--- src/rtl/decode_latch_pkg.sv ---
// Shared constants, FSM state and the latched-field payload for the fetch->decode register.
package decode_latch_pkg;

  localparam int unsigned OP_W   = 6;
  localparam int unsigned REG_W  = 5;
  localparam int unsigned IMM_W  = 16;
  localparam int unsigned PC_W   = 32;
  localparam int unsigned DRD_W  = 6;

  localparam logic [OP_W-1:0]  NOP_OPCODE   = 6'h00;
  localparam logic [OP_W-1:0]  NOP_FUNCT    = 6'h15;
  localparam logic [REG_W-1:0] LINK_REG     = 5'd31;

  localparam logic [OP_W-1:0]  OP_RTYPE     = 6'h00;
  localparam logic [OP_W-1:0]  OP_FPU       = 6'h01;
  localparam logic [OP_W-1:0]  OP_JAL       = 6'h03;
  localparam logic [OP_W-1:0]  OP_JALR      = 6'h13;
  localparam logic [OP_W-1:0]  OP_ALUI_LO   = 6'h08;
  localparam logic [OP_W-1:0]  OP_ALUI_HI   = 6'h0F;
  localparam logic [OP_W-1:0]  OP_ALUI2_LO  = 6'h18;
  localparam logic [OP_W-1:0]  OP_ALUI2_HI  = 6'h1F;
  localparam logic [OP_W-1:0]  OP_LOAD_LO   = 6'h20;
  localparam logic [OP_W-1:0]  OP_LOAD_HI   = 6'h27;
  localparam logic [OP_W-1:0]  OP_LF        = 6'h26;
  localparam logic [OP_W-1:0]  OP_LD        = 6'h27;
  localparam logic [OP_W-1:0]  FP_FUNCT_MAX = 6'h0b;

  typedef enum logic {
    RUN    = 1'b0,
    SQUASH = 1'b1
  } state_e;

  typedef struct packed {
    logic              valid;
    logic [OP_W-1:0]   opcode;
    logic [OP_W-1:0]   funct;
    logic [REG_W-1:0]  rs1;
    logic [REG_W-1:0]  rs2;
    logic [REG_W-1:0]  rd;
    logic [IMM_W-1:0]  imm;
    logic [PC_W-1:0]   pc_plus_four;
    logic [DRD_W-1:0]  decode_rd;
  } id_fields_t;

  // Canonical bubble: NOP encoding, no destination, not valid.
  function automatic id_fields_t bubble_fields();
    id_fields_t b;
    b        = '0;
    b.opcode = NOP_OPCODE;
    b.funct  = NOP_FUNCT;
    return b;
  endfunction

endpackage

--- src/rtl/decode_latch_dest_decode.sv ---
// Destination-register decode: {fp_dst, dest reg}; MSB is the fp flag, 6'h00 means no destination.
module dest_decode
  import decode_latch_pkg::*;
(
  input  logic [OP_W-1:0]  op,
  input  logic [OP_W-1:0]  funct,
  input  logic [REG_W-1:0] rs2,
  input  logic [REG_W-1:0] rd,
  output logic [DRD_W-1:0] decode_rd_c
);

  logic             fp_dst;
  logic [REG_W-1:0] dst;

  always_comb begin
    fp_dst = ((op == OP_FPU) && (funct <= FP_FUNCT_MAX)) || (op == OP_LF) || (op == OP_LD);
    dst    = '0;
    if ((op == OP_RTYPE) || (op == OP_FPU)) begin
      dst = ((op == NOP_OPCODE) && (funct == NOP_FUNCT)) ? '0 : rd;
    end else if ((op == OP_JAL) || (op == OP_JALR)) begin
      dst = LINK_REG;
    end else if (((op >= OP_LOAD_LO) && (op <= OP_LOAD_HI)) ||
                 ((op >= OP_ALUI_LO) && (op <= OP_ALUI_HI)) ||
                 ((op >= OP_ALUI2_LO) && (op <= OP_ALUI2_HI))) begin
      dst = rs2;
    end
    // An integer write to R0 is no destination at all.
    decode_rd_c = (!fp_dst && (dst == '0)) ? '0 : {fp_dst, dst};
  end

endmodule

--- src/rtl/decode_latch.sv ---
// Fetch->decode pipeline register with stall hold, flush squash FSM and saturating stall counter.
module decode_latch
  import decode_latch_pkg::*;
#(
  parameter int unsigned FLUSH_CYCLES = 1,
  parameter int unsigned CNT_W        = 16
) (
  input  logic              clk,
  input  logic              reset,
  input  logic              stall,
  input  logic              flush,
  input  logic [OP_W-1:0]   OpCode,
  input  logic [OP_W-1:0]   Function,
  input  logic [PC_W-1:0]   PCPlusFour,
  input  logic [REG_W-1:0]  Rs1,
  input  logic [REG_W-1:0]  Rs2,
  input  logic [REG_W-1:0]  Rd,
  input  logic [IMM_W-1:0]  Immediate,
  output logic [OP_W-1:0]   IdOpCode,
  output logic [OP_W-1:0]   IdFunction,
  output logic [REG_W-1:0]  IdRs1,
  output logic [REG_W-1:0]  IdRs2,
  output logic [REG_W-1:0]  IdRd,
  output logic [IMM_W-1:0]  IdImmediate,
  output logic              IdValid,
  output logic [OP_W-1:0]   DecodeOpCode,
  output logic [PC_W-1:0]   DecodePCPlusFour,
  output logic [DRD_W-1:0]  DecodeRd,
  output logic [CNT_W-1:0]  StallCount
);

  localparam int unsigned     SQ_W      = 2;
  localparam logic [SQ_W-1:0] SQ_RELOAD = SQ_W'(FLUSH_CYCLES - 1);

  state_e           state_q, state_d;
  logic [SQ_W-1:0]  sq_cnt_q, sq_cnt_d;
  logic [CNT_W-1:0] stall_cnt_q, stall_cnt_d;
  id_fields_t       bank_q, bank_d;
  id_fields_t       fetch_c;
  logic [DRD_W-1:0] decode_rd_c;

  dest_decode u_dest_decode (
    .op          (OpCode),
    .funct       (Function),
    .rs2         (Rs2),
    .rd          (Rd),
    .decode_rd_c (decode_rd_c)
  );

  // State register, squash counter, field bank and stall counter.
  always_ff @(posedge clk) begin
    if (reset) begin
      state_q     <= RUN;
      sq_cnt_q    <= '0;
      stall_cnt_q <= '0;
      bank_q      <= bubble_fields();
    end else begin
      state_q     <= state_d;
      sq_cnt_q    <= sq_cnt_d;
      stall_cnt_q <= stall_cnt_d;
      bank_q      <= bank_d;
    end
  end

  // Next state: flush reloads the squash count, each unstalled squash cycle consumes one.
  always_comb begin
    state_d  = state_q;
    sq_cnt_d = sq_cnt_q;
    if (flush) begin
      sq_cnt_d = SQ_RELOAD;
      state_d  = (SQ_RELOAD != '0) ? SQUASH : RUN;
    end else if (!stall && (state_q == SQUASH)) begin
      sq_cnt_d = sq_cnt_q - SQ_W'(1);
      if (sq_cnt_q == SQ_W'(1)) begin
        state_d = RUN;
      end
    end
  end

  // Output bank: flush beats stall; squash cycles load bubbles instead of fetch fields.
  always_comb begin
    fetch_c              = '0;
    fetch_c.valid        = 1'b1;
    fetch_c.opcode       = OpCode;
    fetch_c.funct        = Function;
    fetch_c.rs1          = Rs1;
    fetch_c.rs2          = Rs2;
    fetch_c.rd           = Rd;
    fetch_c.imm          = Immediate;
    fetch_c.pc_plus_four = PCPlusFour;
    fetch_c.decode_rd    = decode_rd_c;

    bank_d = bank_q;
    if (flush) begin
      bank_d = bubble_fields();
    end else if (!stall) begin
      bank_d = (state_q == SQUASH) ? bubble_fields() : fetch_c;
    end
  end

  always_comb begin
    stall_cnt_d = stall_cnt_q;
    if (stall && (stall_cnt_q != '1)) begin
      stall_cnt_d = stall_cnt_q + CNT_W'(1);
    end
  end

  assign IdOpCode         = bank_q.opcode;
  assign IdFunction       = bank_q.funct;
  assign IdRs1            = bank_q.rs1;
  assign IdRs2            = bank_q.rs2;
  assign IdRd             = bank_q.rd;
  assign IdImmediate      = bank_q.imm;
  assign IdValid          = bank_q.valid;
  assign DecodeOpCode     = bank_q.opcode;
  assign DecodePCPlusFour = bank_q.pc_plus_four;
  assign DecodeRd         = bank_q.decode_rd;
  assign StallCount       = stall_cnt_q;

endmodule

--- config.mk ---
export PLATFORM = sky130hd
export DESIGN_NAME = decode_latch
export DESIGN_NICKNAME = d
export VERILOG_FILES = /design/src/rtl/decode_latch_pkg.sv /design/src/rtl/decode_latch_dest_decode.sv /design/src/rtl/decode_latch.sv
export SDC_FILE = /design/constraint.sdc
export NUM_CORES = 1
export LEC_CHECK = 0
export BUFFER_PORTS_ARGS = -buffer_cell sky130_fd_sc_hd__buf_2
export CORE_UTILIZATION = 42
export DETAILED_ROUTE_END_ITERATION = 10
export PLACE_DENSITY_LB_ADDON = 0.25
export RECOVER_POWER = 25
export SKIP_LAST_GASP = 1
export SLEW_MARGIN = 25
export SYNTH_ARGS = -nofsm -noshare
export SYNTH_HDL_FRONTEND = slang
export SYNTH_HIERARCHICAL = 1
export SYNTH_SLANG_ARGS = --single-unit
export TNS_END_PERCENT = 100
--- constraint.sdc ---
create_clock -name clk -period 1.6 [get_ports clk]
set_input_delay 0.08 -clock clk [delete_from_list [all_inputs] [get_ports clk]]
set_output_delay 0.08 -clock clk [all_outputs]
set_load 0.05 [all_outputs]
==> results.md <==
- Status: complete, but fails checks
- Failing checks: negative setup slack
- Syn-to-layout area delta: 50.3%
- GRT Resource Usage Total: 22.2%
- Crit share post-route: 101%
- Drt drc: 0
- Final hold slack: 0.0185 ns
- Type of element launching the critical path: flop
- Number of synthesized register bits: 98
- Initial Util: 44.4%
- Final setup TNS: -0.0518 ns
- RSZ-0062 raised after global routing: true
- Leakage: 2.76 nW
- Internal Power: 0.00370 W
- First-pass GRT wire length: 17500 um
- Multi-input gate area: 1890 sq um
- Worst skew pair latency: 0.35 ns
- Comb pwr share: 17.9%
- Nets: 722
- Post-Place Cells: 662
- Fin area: 5930 sq um
- Synth Flop Type: dfxtp_1
- Clock skew after layout: 0.0112 ns
- Ys async rst share: 0%
- Routed vias/inst: 5.09
- Hold Path Class: primary input to flop
- RePlAce Congestion: 0.817
- Post-DP HPWL: 6920 um
- Commonest cells after routing, fill and taps aside: buf_2, nor2_1, dfxtp_1, mux2i_1, dlygate4sd3_1
- Detail Route Antenna Nets: 0
- Vias in the first global route: 3820
- Routed len/inst: 14.7 um
- Worst EP required: 1.83 ns
- Pwr per Cell Area: 867 nW/um^2
- Post-synthesis cell type count: 48
- Max_slew headroom: 56.0%
- Sw Pwr: 0.00144 W
- CTS Buffer Depth: 2
- CP Capture Type: flop
- Post-Synthesis Net Count: 472
- Fmax: 0.616 GHz
- DP Area: 4970 sq um
- Pin count of the biggest net entering global routing: 57
- Post-Route WL: 11000 um
- Die Ht: 98.9 um
- Post-synth EDFFs: 0
- H-tree depth: 3
- Port bufs: 182
- Router iterations before antenna repair: 4
- Final setup viols: 3
- Fillcell total: 706
- Clock slew at reported path FFs: 0.10 ns
- Critical path type: flop to flop
- Worst-Margin Slew: 0.662 ns
- Fin crit period: 1.62 ns
- Core area: 8890 sq um
- Number of synthesis warnings: 6
- Num rows: 34
- Sequential cell area: 1990 sq um
- Finished Layout Cells: 754
- # diodes: 0
- Reg power frac: 49.6%
- Root Buffer Master: clkbuf_8
- Synth Cell Area: 3950 sq um
- CP Data Arrival Time: 1.85 ns
- GRT overflow: 0
- Switching Share: 28.0%
- Cells after Synth: 392
- Register area share after synthesis: 49.7%
- DRT iter0 DRCs: 117
- Die area: 9780 sq um
- Vias: 3840
- Setup slack after layout: -0.0224 ns
- Share of cells above drive strength 1: 29.7%
- Endpoints failing hold: 0
- Mean Syn Cell Area: 10.1 sq um
- CTS tree: built
- Commonest non-fill, non-tap cell in the layout: buf_2
- Chip Width: 98.9 um
- VDD IR-drop max: 0.547 mV
- Slew Limit Fails: 0
- Max_cap viols: 0
- Clock sinks: 98
- Num CTS Buffers: 9
- Clk pwr share: 32.5%
- Antenna violations before repair: 0
- I/O pins: 183
- Crit Path Max Fanout: 4
==> critical path: stages (launching register included) <==
cell and delay, ns:
dfxtp_4 0.37, ha_4 0.17, buf_4 0.13, inv_1 0.15
nor3_2 0.10, nor4_1 0.23, mux2_1 0.36
==> synthesized netlist by cell type, types with 4 or more instances <==
library cell,instances,area share [%]
clkbuf_1,12,1.1
a31oi_1,4,0.63
buf_2,8,1.0
nor3_1,7,0.89
nand2_1,13,1.2
dfxtp_1,98,50
mux2i_1,82,21
buf_4,6,1.1
nor2_1,89,8.5
a21oi_1,12,1.5
==> through the flow <==
stage                     setup WS, ns  total power [W]  utilization, %
after CTS                      -0.0240          0.00520            66.6
after global routing            -0.107          0.00538            66.7
after detailed placement       -0.0707          0.00338            55.9
after floorplan                -0.0375          0.00315               -
after global placement          0.0356          0.00337            55.9
final                          -0.0224          0.00514            66.7
==> final cells by class <==
cell class / instances / area share (%)
Clock buffer: 10 / 2.51
Clock inverter: 5 / 1.01
Inverter: 3 / 0.190
Multi-Input combinational cell: 263 / 31.8
Sequential cell: 98 / 33.6
Tap cell: 108 / 2.28
Timing Repair Buffer: 267 / 28.6
==> cells by family after synthesis <==
group	count (synthesis)	synth area share, %
adder cells (fa/ha/maj)	1	0.317
multiplexers	84	21.4
XOR/XNOR	2	0.444
buffers and inverters	31	3.96
AO/OA/AOI/OAI	38	7.77
flip-flops	98	49.7
AND/OR/NAND/NOR	138	16.4
==> per-layer routing <==
layer,vias up,global-route usage (%),wire (um)
met5,-,0,0
met4,0,8.61,247
met3,22,5.11,626
met2,142,41.4,5850
met1,1803,24.3,4330
li1,1873,-,-
==> worst paths after layout <==
| path | start | endpoint | slack [ns] | depth (start not counted) |
|---|---|---|---|---|
| worst max-delay path | StallCount[0] | StallCount[11] | -0.02 | 6 |
| worst min-delay path | Rs2[0] | IdRs2[0] | 0.02 | 3 |
| worst max register to register | StallCount[0] | StallCount[11] | -0.02 | 6 |
| worst min register to register | IdValid | IdValid | 0.48 | 1 |
==> timing repair <==
| action | 4_1_cts | 5_1_grt |
|---|---|---|
| endpoints found under the hold margin | 69 | 0 |
| pin swaps | 1 | 11 |
| hold buffers | 72 | 0 |
| setup buffers | 1 | 5 |
| setup endpoints to repair | 2 | 13 |
| resized for setup | 1 | 6 |
| cloned | 0 | 0 |
==> power groups by stage <==
stage | sequential [W] | combinational, W | clock [W]
after CTS | 0.00255 | 0.000915 | 0.00173
after floorplan | 0.00285 | 0.000294 | 0
final | 0.00255 | 0.000919 | 0.00167
after global routing | 0.00256 | 0.000978 | 0.00184
after global placement | 0.00260 | 0.000767 | 0
after detailed placement | 0.00260 | 0.000777 | 0
==> flip-flops by register name, indices dropped and copies added, names as in the netlist <==
name              count
IdValid               1
DecodeOpCode          6
IdRs1                 5
StallCount           16
IdFunction            6
DecodeRd              6
DecodePCPlusFour     32
IdImmediate          16
IdRd                  5
IdRs2                 5
(Power assumes the default switching activity.)
